==> src/rtl/region_cic_arbiter_pkg.sv <==
// ----------------------------------------------------------------------------
// region_cic_pkg
// Shared types and helpers for the region-detection arbiter.
//   state_t     : arbiter FSM states (PROBE / LOCKED / FAULT)
//   lowest_zero : index of the lowest 0 bit among the low `width` bits of vec
// ----------------------------------------------------------------------------
package region_cic_pkg;

    localparam int unsigned MAX_REGIONS = 8;
    localparam int unsigned MAX_IDX_W   = 3;

    typedef enum logic [1:0] {
        PROBE  = 2'd0,
        LOCKED = 2'd1,
        FAULT  = 2'd2
    } state_t;

    // Bits at or above `width` are ignored. Returns 0 when no bit is clear.
    // Scans downwards so the lowest clear index is the one left standing.
    function automatic logic [MAX_IDX_W-1:0] lowest_zero(
        input logic [MAX_REGIONS-1:0] vec,
        input int unsigned            width
    );
        lowest_zero = '0;
        for (int unsigned i = MAX_REGIONS; i > 0; i--) begin
            if ((i - 1) < width && !vec[i-1]) begin
                lowest_zero = MAX_IDX_W'(i - 1);
            end
        end
    endfunction

endpackage

==> src/rtl/region_cic_arbiter_if.sv <==
// ----------------------------------------------------------------------------
// region_cic_arbiter_if
// Bundle between the per-region lockout-key instances and the arbiter.
//   key_start, key_dead, key_rst_host : per-key status (NUM_REGIONS wide)
//   key_clk_en       : shared key clock-enable pulse
//   start, rst_host  : registered host start / host reset
//   cartridge_region : resolved region index (REGION_W wide)
//   region_valid, region_fault, region_override : arbiter status
// Modports: master = key/console side, slave = arbiter.
// ----------------------------------------------------------------------------
interface region_cic_arbiter_if #(
    parameter int unsigned NUM_REGIONS = 2
);
    import region_cic_pkg::*;

    localparam int unsigned REGION_W = $clog2(NUM_REGIONS);

    logic [NUM_REGIONS-1:0] key_start;
    logic [NUM_REGIONS-1:0] key_dead;
    logic [NUM_REGIONS-1:0] key_rst_host;
    logic                   key_clk_en;
    logic                   start;
    logic                   rst_host;
    logic [REGION_W-1:0]    cartridge_region;
    logic                   region_valid;
    logic                   region_fault;
    logic                   region_override;

    modport master (
        output key_start, key_dead, key_rst_host,
        input  key_clk_en, start, rst_host, cartridge_region,
               region_valid, region_fault, region_override
    );

    modport slave (
        input  key_start, key_dead, key_rst_host,
        output key_clk_en, start, rst_host, cartridge_region,
               region_valid, region_fault, region_override
    );

endinterface

==> src/rtl/region_cic_arbiter_prescaler.sv <==
// ----------------------------------------------------------------------------
// region_prescaler
// Free-running divide-by-DIV counter producing the key clock-enable.
//   clk    : system clock
//   rst    : asynchronous active-low reset
//   clk_en : high for one cycle whenever the count sits at DIV-1
// ----------------------------------------------------------------------------
module region_prescaler
    import region_cic_pkg::*;
#(
    parameter int unsigned DIV = 4
) (
    input  logic clk,
    input  logic rst,
    output logic clk_en
);
    localparam int unsigned CW = $clog2(DIV);

    logic [CW-1:0] cnt;

    always_ff @(posedge clk or negedge rst) begin
        if (!rst) begin
            cnt <= '0;
        end else if (cnt == CW'(DIV - 1)) begin
            cnt <= '0;
        end else begin
            cnt <= cnt + 1'b1;
        end
    end

    // Decoded from the count so the enable drops with reset immediately.
    assign clk_en = (cnt == CW'(DIV - 1));

endmodule

==> src/rtl/region_cic_arbiter.sv <==
// ----------------------------------------------------------------------------
// region_cic_arbiter
// Resolves the cartridge region from which lockout keys stay alive, qualifies
// it with a settle window, and drives host reset/start plus a timed
// region-override window.
//   clk : system clock
//   rst : asynchronous active-low reset
//   bus : region_cic_arbiter_if.slave (key status in, arbiter status out)
// Build option: define REGION_STICKY_EN to keep LOCKED across host resets.
// ----------------------------------------------------------------------------
module region_cic_arbiter
    import region_cic_pkg::*;
#(
    parameter int unsigned NUM_REGIONS   = 2,
    parameter int unsigned PRESCALE_DIV  = 4,
    parameter int unsigned SETTLE_TICKS  = 1024,
    parameter int unsigned TIMEOUT_TICKS = 36_000_000,
    parameter int unsigned CNT_W         = 32
) (
    input  logic                 clk,
    input  logic                 rst,
    region_cic_arbiter_if.slave  bus
);
    localparam int unsigned REGION_W = $clog2(NUM_REGIONS);

    state_t                 state, state_next;
    logic [NUM_REGIONS-1:0] dead_prev;
    logic [CNT_W-1:0]       settle_cnt;
    logic [CNT_W-1:0]       timeout_cnt;
    logic                   start_q;
    logic                   rst_host_q;
    logic                   rst_host_d;
    logic [REGION_W-1:0]    region_q;

    logic                   dead_changed;
    logic                   dead_fell;
    logic                   latched_rose;
    logic                   host_rose;
    logic                   settle_done;
    logic                   lock_load;
    logic [REGION_W-1:0]    lock_region;
    logic                   unused_start;

    region_prescaler #(.DIV(PRESCALE_DIV)) u_prescaler (
        .clk    (clk),
        .rst    (rst),
        .clk_en (bus.key_clk_en)
    );

    assign dead_changed = (bus.key_dead != dead_prev);
    assign dead_fell    = |(dead_prev & ~bus.key_dead);
    assign latched_rose = bus.key_dead[region_q] & ~dead_prev[region_q];
    assign host_rose    = rst_host_q & ~rst_host_d;
    assign settle_done  = (settle_cnt == CNT_W'(SETTLE_TICKS));
    assign lock_region  = REGION_W'(lowest_zero(MAX_REGIONS'(bus.key_dead), NUM_REGIONS));
    assign unused_start = ^bus.key_start;

    always_ff @(posedge clk or negedge rst) begin
        if (!rst) begin
            state <= PROBE;
        end else begin
            state <= state_next;
        end
    end

    always_comb begin
        state_next = state;
        lock_load  = 1'b0;
        case (state)
            PROBE: begin
                // Require the current sample to match as well, so a change
                // landing on the final settle cycle never gets latched.
                if (settle_done && !dead_changed) begin
                    if (&bus.key_dead) begin
                        state_next = FAULT;
                    end else begin
                        state_next = LOCKED;
                        lock_load  = 1'b1;
                    end
                end
            end
            LOCKED: begin
`ifdef REGION_STICKY_EN
                if (latched_rose) begin
                    state_next = PROBE;
                end
`else
                if (latched_rose || host_rose) begin
                    state_next = PROBE;
                end
`endif
            end
            FAULT: begin
                if (dead_fell || host_rose) begin
                    state_next = PROBE;
                end
            end
            default: state_next = PROBE;
        endcase
    end

    always_ff @(posedge clk or negedge rst) begin
        if (!rst) begin
            dead_prev   <= '0;
            settle_cnt  <= '0;
            timeout_cnt <= '0;
            start_q     <= 1'b0;
            rst_host_q  <= 1'b0;
            rst_host_d  <= 1'b0;
            region_q    <= '0;
        end else begin
            dead_prev  <= bus.key_dead;
            start_q    <= bus.key_start[0];
            rst_host_q <= |bus.key_rst_host;
            rst_host_d <= rst_host_q;

            if (rst_host_q) begin
                timeout_cnt <= CNT_W'(TIMEOUT_TICKS);
            end else if (timeout_cnt != '0) begin
                timeout_cnt <= timeout_cnt - 1'b1;
            end

            // Settle count only runs in PROBE; it saturates at the threshold.
            if (state != PROBE || dead_changed) begin
                settle_cnt <= '0;
            end else if (!settle_done) begin
                settle_cnt <= settle_cnt + 1'b1;
            end

            if (lock_load) begin
                region_q <= lock_region;
            end
        end
    end

    assign bus.start            = start_q;
    assign bus.rst_host         = rst_host_q;
    assign bus.cartridge_region = region_q;
    assign bus.region_valid     = (state == LOCKED);
    assign bus.region_fault     = (state == FAULT);
    assign bus.region_override  = (timeout_cnt != '0);

endmodule

==> src/flat_wrapper.sv <==
// flat-port wrapper written by rule: the top's interface ports become plain ports
module region_cic_arbiter_flat import region_cic_pkg::*;
#(
    parameter int unsigned NUM_REGIONS   = 2,
    parameter int unsigned PRESCALE_DIV  = 4,
    parameter int unsigned SETTLE_TICKS  = 1024,
    parameter int unsigned TIMEOUT_TICKS = 36_000_000,
    parameter int unsigned CNT_W         = 32
)
  (clk, rst, bus_key_start, bus_key_dead, bus_key_rst_host, bus_key_clk_en, bus_start, bus_rst_host, bus_cartridge_region, bus_region_valid, bus_region_fault, bus_region_override);
  region_cic_arbiter_if #(.NUM_REGIONS(NUM_REGIONS)) bus_i ();
  input  logic clk;
  input  logic rst;
  input wire logic [$bits(bus_i.key_start)-1:0] bus_key_start;
  input wire logic [$bits(bus_i.key_dead)-1:0] bus_key_dead;
  input wire logic [$bits(bus_i.key_rst_host)-1:0] bus_key_rst_host;
  output wire logic [$bits(bus_i.key_clk_en)-1:0] bus_key_clk_en;
  output wire logic [$bits(bus_i.start)-1:0] bus_start;
  output wire logic [$bits(bus_i.rst_host)-1:0] bus_rst_host;
  output wire logic [$bits(bus_i.cartridge_region)-1:0] bus_cartridge_region;
  output wire logic [$bits(bus_i.region_valid)-1:0] bus_region_valid;
  output wire logic [$bits(bus_i.region_fault)-1:0] bus_region_fault;
  output wire logic [$bits(bus_i.region_override)-1:0] bus_region_override;
  assign bus_i.key_start = bus_key_start;
  assign bus_i.key_dead = bus_key_dead;
  assign bus_i.key_rst_host = bus_key_rst_host;
  assign bus_key_clk_en = bus_i.key_clk_en;
  assign bus_start = bus_i.start;
  assign bus_rst_host = bus_i.rst_host;
  assign bus_cartridge_region = bus_i.cartridge_region;
  assign bus_region_valid = bus_i.region_valid;
  assign bus_region_fault = bus_i.region_fault;
  assign bus_region_override = bus_i.region_override;
  region_cic_arbiter #(.NUM_REGIONS(NUM_REGIONS), .PRESCALE_DIV(PRESCALE_DIV), .SETTLE_TICKS(SETTLE_TICKS), .TIMEOUT_TICKS(TIMEOUT_TICKS), .CNT_W(CNT_W)) u_core (.clk(clk), .rst(rst), .bus(bus_i));
endmodule
==> config.mk <==
export PLATFORM = sky130hd
export DESIGN_NAME = region_cic_arbiter_flat
export DESIGN_NICKNAME = d
export VERILOG_FILES = /design/src/rtl/region_cic_arbiter_pkg.sv /design/src/rtl/region_cic_arbiter_if.sv /design/src/rtl/region_cic_arbiter_prescaler.sv /design/src/rtl/region_cic_arbiter.sv /design/src/flat_wrapper.sv
export SDC_FILE = /design/constraint.sdc
export NUM_CORES = 1
export LEC_CHECK = 0
export BUFFER_PORTS_ARGS = -buffer_cell sky130_fd_sc_hd__buf_2
export CAP_MARGIN = 25
export CORE_ASPECT_RATIO = 0.7
export CORE_MARGIN = 3
export CORE_UTILIZATION = 50
export CTS_CLUSTER_DIAMETER = 200
export CTS_CLUSTER_SIZE = 8
export DETAILED_ROUTE_END_ITERATION = 7
export HOLD_SLACK_MARGIN = 0.08
export PLACE_DENSITY = 0.67
export SYNTH_ARGS = -nofsm -noshare
export SYNTH_HDL_FRONTEND = slang
export SYNTH_SLANG_ARGS = --single-unit
export TNS_END_PERCENT = 20
==> constraint.sdc <==
create_clock -name clk -period 2.96 [get_ports clk]
set_input_delay 0.296 -clock clk [delete_from_list [all_inputs] [get_ports clk]]
set_output_delay 0.296 -clock clk [all_outputs]
set_load 0.01 [all_outputs]
==> reports/metrics.yaml, run 1 <==
run_status:
  outcome: "completed"
clock_network:
  cts_buffers: 9
  ctsResizeCount: 0
  clk_pin_slew_ns: 0.08
  cts_tree: "yes"
  htreeDepth: 3
  cts_buffer_depth: 2
  cts_sinks: 74
  clk-insertion-delay-late_ns: 0.35
  post_cts_buffers: 0
  clockRootBuffer: "clkbuf_8"
global_route:
  grt_max_degree: 75
  grt_pass1_vias: 2861
  grt_pass1_wl_microns: 13400
  antenna_found_initial: 0
  track_usage_pct: 19.0
  grt-ovfl-total: 0
critical_path:
  cp.required_ns: 2.66
  criticalPathCategory: "reg -> out"
  setup.worst_path.end_class: "output pin"
  cp_max_fo: 11
  arrival_ns: 2.43
  start_kind: "flip-flop"
sta:
  hold_violations: 0
  setup_viol: 0
  drv_slew: 0
  worst_pin_slew_ns: 0.666
  layout_min_cycle_time_ns: 2.73
  tns_ns: 0
  slew_headroom_pct: 55.4
  clock.fmax_mhz: 367
  fin_crit_sh_pct: 92.1
  rsz0062_at_grt: "false"
  clock_skew_ns: 0.00730
final_layout:
  area_growth_pct: 11.9
  finalCoreUtilization_pct: 58.1
  fillers: 636
  antennaDiodeCount: 0
  drive_above_1_share_pct: 15.3
  nNetsFinal: 428
pwr:
  swShare_pct: 24.1
  ir_drop_mv: 0.248
  pwr-share-clk_pct: 40.6
  combPwrFrac_pct: 8.2
  powerDensity_mw_per_mm2: 477
  p_leak_nw: 1.65
  p_int_mw: 1.55
  p_seq_share_pct: 51.2
  p_sw_mw: 0.493
route:
  wire_per_inst_microns: 14.5
  vias_per_cell: 5.79
  drtIter0Drc: 196
  drt_wl_total_microns: 7510
  routed-via-count: 2995
  ant_nets: 0
  dr.pass1.iters: 4
  drc: 0
synth:
  synth_edf_count: 0
  synth.cell_area_sq_mm: 0.00383
  synth-seq-area-share_pct: 48.3
  synth_area_leaders: "dfrtp_1, xnor2_1, nor2_1, or3_1, a21oi_1"
  synth_cell_types: 46
  yosys.area.top_type: "dfrtp_1"
  synth.avg_cell_area_sq_um: 9.75
  synth_top_flop_cell: "dfrtp_1"
  synthMostInstantiatedCell: "dfrtp_1"
  yosys-top-cells-count: "dfrtp_1, nor2_1, a21oi_1"
  ys_async_sr_fraction_pct: 100
  syn_nets: 407
  yosys_warnings: 0
  syn_inst: 393
  yosysTopAreaCellShare_pct: 48.3
  ys_ff_latch: 74
die:
  core.rowCount: 26
  die_h_microns: 79.3
  core_area_sq_mm: 0.00738
  start_util_pct: 51.9
  die_w_microns: 111
  die-area_sq_mm: 0.00877
  ios: 15
place:
  hpwl_microns: 4900
  numPortBuffers: 13
  gp_congestion: 0.775
hold_path:
  min_path_type: "in -> reg"
flow_run:
  cap_viol_max_count: 0
power by group through the flow:
stage | clock network, mW | registers, mW | logic [mW]
final | 0.831 | 1.05 | 0.168
after CTS | 0.857 | 1.05 | 0.165
after global routing | 0.906 | 1.05 | 0.190
after global placement | 0 | 1.06 | 0.158
after detailed placement | 0 | 1.07 | 0.161
after floorplan | 0 | 1.06 | 0.110
layout by cell type, fill, tap and decap left out, types with 8 or more instances in the layout:
cell type | Yosys | layout
inv_1 | 10 | 10
xnor2_1 | 20 | 20
nor2b_1 | 9 | 9
nand3_1 | 11 | 11
dfrtp_1 | 74 | 74
o31ai_1 | 11 | 11
nor4_1 | 19 | 19
clkbuf_8 | 0 | 12
buf_4 | 1 | 10
or3_1 | 20 | 20
nand2_1 | 23 | 23
nor3_1 | 19 | 19
xor2_1 | 9 | 9
nor2_1 | 36 | 36
a21oi_1 | 24 | 24
buf_2 | 0 | 12
o21ai_0 | 18 | 18
nand4_1 | 8 | 8
flip-flops by register name (all words and copies together) (netlist names):
register / count
u_core.bus.cartridge_region: 1
u_core.bus.rst_host: 1
u_core.bus.start: 1
u_core.dead_prev: 2
u_core.rst_host_d: 1
u_core.settle_cnt: 32
u_core.state: 2
u_core.timeout_cnt: 32
u_core.u_prescaler.cnt: 2
per-layer routing:
metal	up-vias	share of wire, %	wire [microns]	track usage, %
li1	1462	-	-	-
met1	1466	51	3830	26.0
met2	55	43	3260	28.5
met3	12	3.9	296	5.79
met4	0	1.7	125	7.13
met5	-	0	0	0
repair_timing:
item                       4_1_cts  5_1_grt
hold buffers                     3        1
setup endpoints to repair        0        0
hold endpoints to repair         3       28
logic make-up after synthesis:
family                   share of synthesized area (%)
AND/OR/NAND/NOR                                   28.6
flip-flops                                        48.3
AO/OA/AOI/OAI                                     10.0
XOR/XNOR                                          6.63
buffers and inverters                             3.13
adder cells (fa/ha/maj)                           1.96
multiplexers                                      1.40
critical path, stage by stage, from the launching register on:
cell	delay [ns]
dfrtp_1	0.40
or4_4	0.58
or4_4	0.50
nor3_1	0.19
buf_4	0.20
inv_1	0.07
buf_2	0.14
path summary, 6_finish.rpt:
path | startpoint | end | slack (ns) | cells after the start
worst max-delay path | u_core.timeout_cnt[28] | bus_region_override | 0.23 | 6
worst min-delay path | bus_key_rst_host[0] | u_core.bus.rst_host | 0.13 | 2
worst max register to register | u_core.timeout_cnt[0] | u_core.timeout_cnt[16] | 0.44 | 7
worst min register to register | u_core.u_prescaler.cnt[0] | u_core.u_prescaler.cnt[0] | 0.43 | 1
max in group asynchronous | rst | u_core.timeout_cnt[25] | 2.00 | 3
min in group asynchronous | rst | u_core.settle_cnt[9] | 0.41 | 2
stage by stage:
stage	hold WS (ns)	area, sq um	cells	power [mW]	setup slack [ns]
after floorplan	0.000409	3830	393	1.17	0.534
after global placement	0.407	4010	496	1.22	0.525
after detailed placement	0.409	4010	496	1.23	0.455
after CTS	0.111	4250	515	2.07	0.210
after global routing	0.122	4290	517	2.14	0.111
final	0.131	4290	517	2.05	0.235
final cells by class:
class | instances | area, sq um | share of cell area (%)
Clock buffer | 12 | 165 | 3.85
Clock inverter | 4 | 48.8 | 1.14
Multi-Input combinational cell | 292 | 1860 | 43.4
Timing Repair Buffer | 27 | 203 | 4.72
Inverter | 10 | 37.5 | 0.875
Tap cell | 98 | 123 | 2.86
Sequential cell | 74 | 1850 | 43.2
(Power assumes the default switching activity.)
==> run 2: changes to the inputs <==
Settings changed: ABC_AREA set to 1, PLACE_DENSITY 0.67 to 0.66.
==> run 2 against run 1 <==
  * Power is 29% higher
  * Largest cell class unchanged
  * Sequential cell count did not move
  * Hold slack lost 0.024 ns
  * Setup slack better by 0.43 ns
  * Wire length is 58% higher
  * Critical path type unchanged
  * Register-to-register slack gained 0.33 ns
  * Global-route usage grew 5.4 points
  * Sequential power is essentially flat
  * Via count grew 46%
  * Synthesized cell count grew 70%
==> reports/metrics.yaml, run 2 <==
run_status:
  outcome: "completed"  # unchanged
sta:
  clock.fmax_mhz: 435  # was 367 MHz
  fin_crit_sh_pct: 77.6  # was 92.1%
  layout_min_cycle_time_ns: 2.30  # was 2.73 ns
  hold_violations: 0  # unchanged
  worst_pin_slew_ns: 0.536  # was 0.666 ns
  clock_skew_ns: 0.00625  # was 0.00730 ns
  tns_ns: 0  # unchanged
  drv_slew: 0  # unchanged
  slew_headroom_pct: 64.2  # was 55.4%
  setup_viol: 0  # unchanged
  rsz0062_at_grt: "false"  # unchanged
critical_path:
  cp_slowest_cell: "ha_1"  # was or4_4
  setup.worst_path.end_class: "output pin"  # unchanged
  arrival_ns: 2.00  # was 2.43 ns
  criticalPathCategory: "reg -> out"  # unchanged
  r2r_slack_ns: 0.77  # was 0.44 ns
  start_kind: "flip-flop"  # unchanged
  cp_cell_sequence: "clkinv_1 > ha_1 > nand2_2 > nor2_4 > nand4_1 > buf_2"  # was or4_4 > or4_4 > nor3_1 > buf_4 > inv_1 > buf_2
  cp_max_fo: 8  # was 11
  crit_path_max_incr_delay_ns: 0.37  # was 0.58 ns
  cp.required_ns: 2.66  # about the same
pwr:
  totalPowerFinal_mw: 2.64  # was 2.05 mW
  ir_drop_mv: 0.307  # was 0.248 mV
  powerDensity_mw_per_mm2: 516  # was 477 mW/mm^2
  p_leak_nw: 2.32  # was 1.65 nW
final_layout:
  area_growth_pct: 13.1  # was 11.9%
  final_cell_mix: "nand2_1, nor2_1, inv_1"  # was dfrtp_1, nor2_1, a21oi_1
  antennaDiodeCount: 0  # unchanged
  top_regs: "u_core.settle_cnt x32, u_core.timeout_cnt x32"  # unchanged
  drive_above_1_share_pct: 7.17  # was 15.3%
  layout.cells.most_common: "nand2_1"  # was dfrtp_1
  nNetsFinal: 706  # was 428
global_route:
  grt.met2_usage_pct: 31.9  # was 28.5%
  grt_max_degree: 75  # unchanged
  top_usage_layer: "met1"  # was met2
  grt_pass1_vias: 3884  # was 2861
  grt_pass1_wl_microns: 19800  # was 13400 microns
  track_usage_pct: 24.4  # was 19.0%
  grt-ovfl-total: 0  # unchanged
  global_route.usage.met3_pct: 5.34  # was 5.79%
  antenna_found_initial: 0  # unchanged
  use_met1_pct: 40.8  # was 26.0%
clock_network:
  cts_buffer_depth: 2  # unchanged
  cts_tree: "yes"  # unchanged
  ctsResizeCount: 0  # unchanged
  cts_buffers: 9  # unchanged
  clockRootBuffer: "clkbuf_16"  # was clkbuf_8
  clk_pin_slew_ns: 0.06  # was 0.08 ns
  cts_sinks: 74  # unchanged
  htreeDepth: 3  # unchanged
  clk-insertion-delay-late_ns: 0.33  # was 0.35 ns
place:
  gp_congestion: 0.974  # was 0.775
  hpwl_microns: 8740  # was 4900 microns
  numPortBuffers: 13  # unchanged
synth:
  yosysTopAreaCellShare_pct: 41.0  # was 48.3%
  ys_async_sr_fraction_pct: 100  # unchanged
  syn_inst: 670  # was 393
  syn_nets: 684  # was 407
  yosys.area.top_type: "dfrtp_1"  # unchanged
  synth_edf_count: 0  # unchanged
  synth_cell_types: 33  # was 46
  yosys-top-cells-count: "nand2_1, nor2_1, inv_1"  # was dfrtp_1, nor2_1, a21oi_1
  synth.avg_cell_area_sq_um: 6.74  # was 9.75 sq um
  yosys_warnings: 0  # unchanged
  synth_area_leaders: "dfrtp_1, nand2_1, nor2_1, inv_1, nand3_1"  # was dfrtp_1, xnor2_1, nor2_1, or3_1, a21oi_1
  synth-seq-area-share_pct: 41.0  # was 48.3%
  ys_ff_latch: 74  # unchanged
  synth_top_flop_cell: "dfrtp_1"  # unchanged
  synth.cell_area_sq_mm: 0.00451  # was 0.00383 sq mm
  synthMostInstantiatedCell: "nand2_1"  # was dfrtp_1
die:
  die-area_sq_mm: 0.0102  # was 0.00877 sq mm
  die_w_microns: 120  # was 111 microns
  start_util_pct: 52.4  # was 51.9%
  core_area_sq_mm: 0.00862  # was 0.00738 sq mm
  ios: 15  # unchanged
  die_h_microns: 85.5  # was 79.3 microns
  core.rowCount: 28  # was 26
route:
  drc: 0  # unchanged
  ant_nets: 0  # unchanged
  drt_wl_total_microns: 11800  # was 7510 microns
  routed-via-count: 4361  # was 2995
  wire_per_inst_microns: 14.5  # about the same
  drtIter0Drc: 477  # was 196
  dr.pass1.iters: 5  # was 4
  vias_per_cell: 5.34  # was 5.79
hold_path:
  min_path_type: "in -> reg"  # unchanged
flow_run:
  cap_viol_max_count: 0  # unchanged
[run 2: cell count changes after synthesis, moves of 10 or more]
cell	previous run	this run
nor4_1	19	3
xnor2_1	20	2
nand3_1	11	54
nand2_1	23	172
or3_1	20	0
nor2_1	36	160
inv_1	10	76
o31ai_1	11	1
[run 2: routing by layer]
metal / vias to the layer above / part of all wire (%)
met5: - / 0
met4: 0 / 0.56
met3: 10 / 9.6
met2: 176 / 38
met1: 2006 / 52
li1: 2169 / -
[run 2: path summary, 6_finish.rpt]
check	start	end	cells after the start
hold / removal	bus_key_dead[0]	u_core.dead_prev[0]	1
setup reg to reg	u_core.timeout_cnt[0]	u_core.timeout_cnt[11]	8
hold reg to reg	u_core.u_prescaler.cnt[0]	u_core.u_prescaler.cnt[0]	1
max in group asynchronous	rst	u_core.timeout_cnt[12]	3
setup / recovery	u_core.timeout_cnt[0]	bus_region_override	6
min in group asynchronous	rst	u_core.settle_cnt[5]	2
[run 2: through the flow]
stage / setup WS (ns) / hold WS, ns / util (%) / instance area, sq um / std cells
2_1_floorplan: 1.24 / 0.000409 / - / 4510 / 670
3_3_place_gp: 0.819 / 0.406 / 54.7 / 4710 / 798
3_5_place_dp: 0.808 / 0.411 / 54.7 / 4710 / 798
4_1_cts: 0.671 / 0.0973 / 58.8 / 5070 / 815
5_1_grt: 0.530 / 0.106 / 59.3 / 5110 / 817
6_report: 0.663 / 0.107 / 59.3 / 5110 / 817
[run 2: cell type report]
class / count / area, sq um
clock inverters: 4 / 98.8
repair buffers: 19 / 138
clock buffers: 12 / 246
inverters: 77 / 289
multi-input cells: 511 / 2330
flip-flops and latches: 74 / 1850
well taps: 120 / 150
fillers: 831 / 3510
[run 2: logic make-up after synthesis]
logic type	count (synthesis)	synth area share, %
buffers and inverters	85	7.29
DFF	74	41.0
AOI/OAI and AO/OA	60	7.32
adders and majority gates	6	1.66
and+or+nand+nor	440	41.7
xor gates and xnor gates	5	0.970
[run 2: repair_timing]
| action | CTS | global route |
|---|---|---|
| hold buffers | 1 | 1 |
| setup buffers | 0 | 0 |
| endpoints found under the hold margin | 1 | 47 |
[run 2: critical path: cells and delay by family (launching register included)]
family | cells | cell delay [ns]
buf+inv | 2 | 0.36
simple gates | 3 | 0.59
fa+ha+maj | 1 | 0.37
flops | 1 | 0.36
[run 2: power by group]
| part | leakage [nW] | switching (mW) | internal, mW | total [mW] |
|---|---|---|---|---|
| logic | 1.18 | 0.207 | 0.0923 | 0.299 |
| registers | 0.968 | 0.0257 | 1.04 | 1.06 |
| clock network | 0.167 | 0.424 | 0.849 | 1.27 |
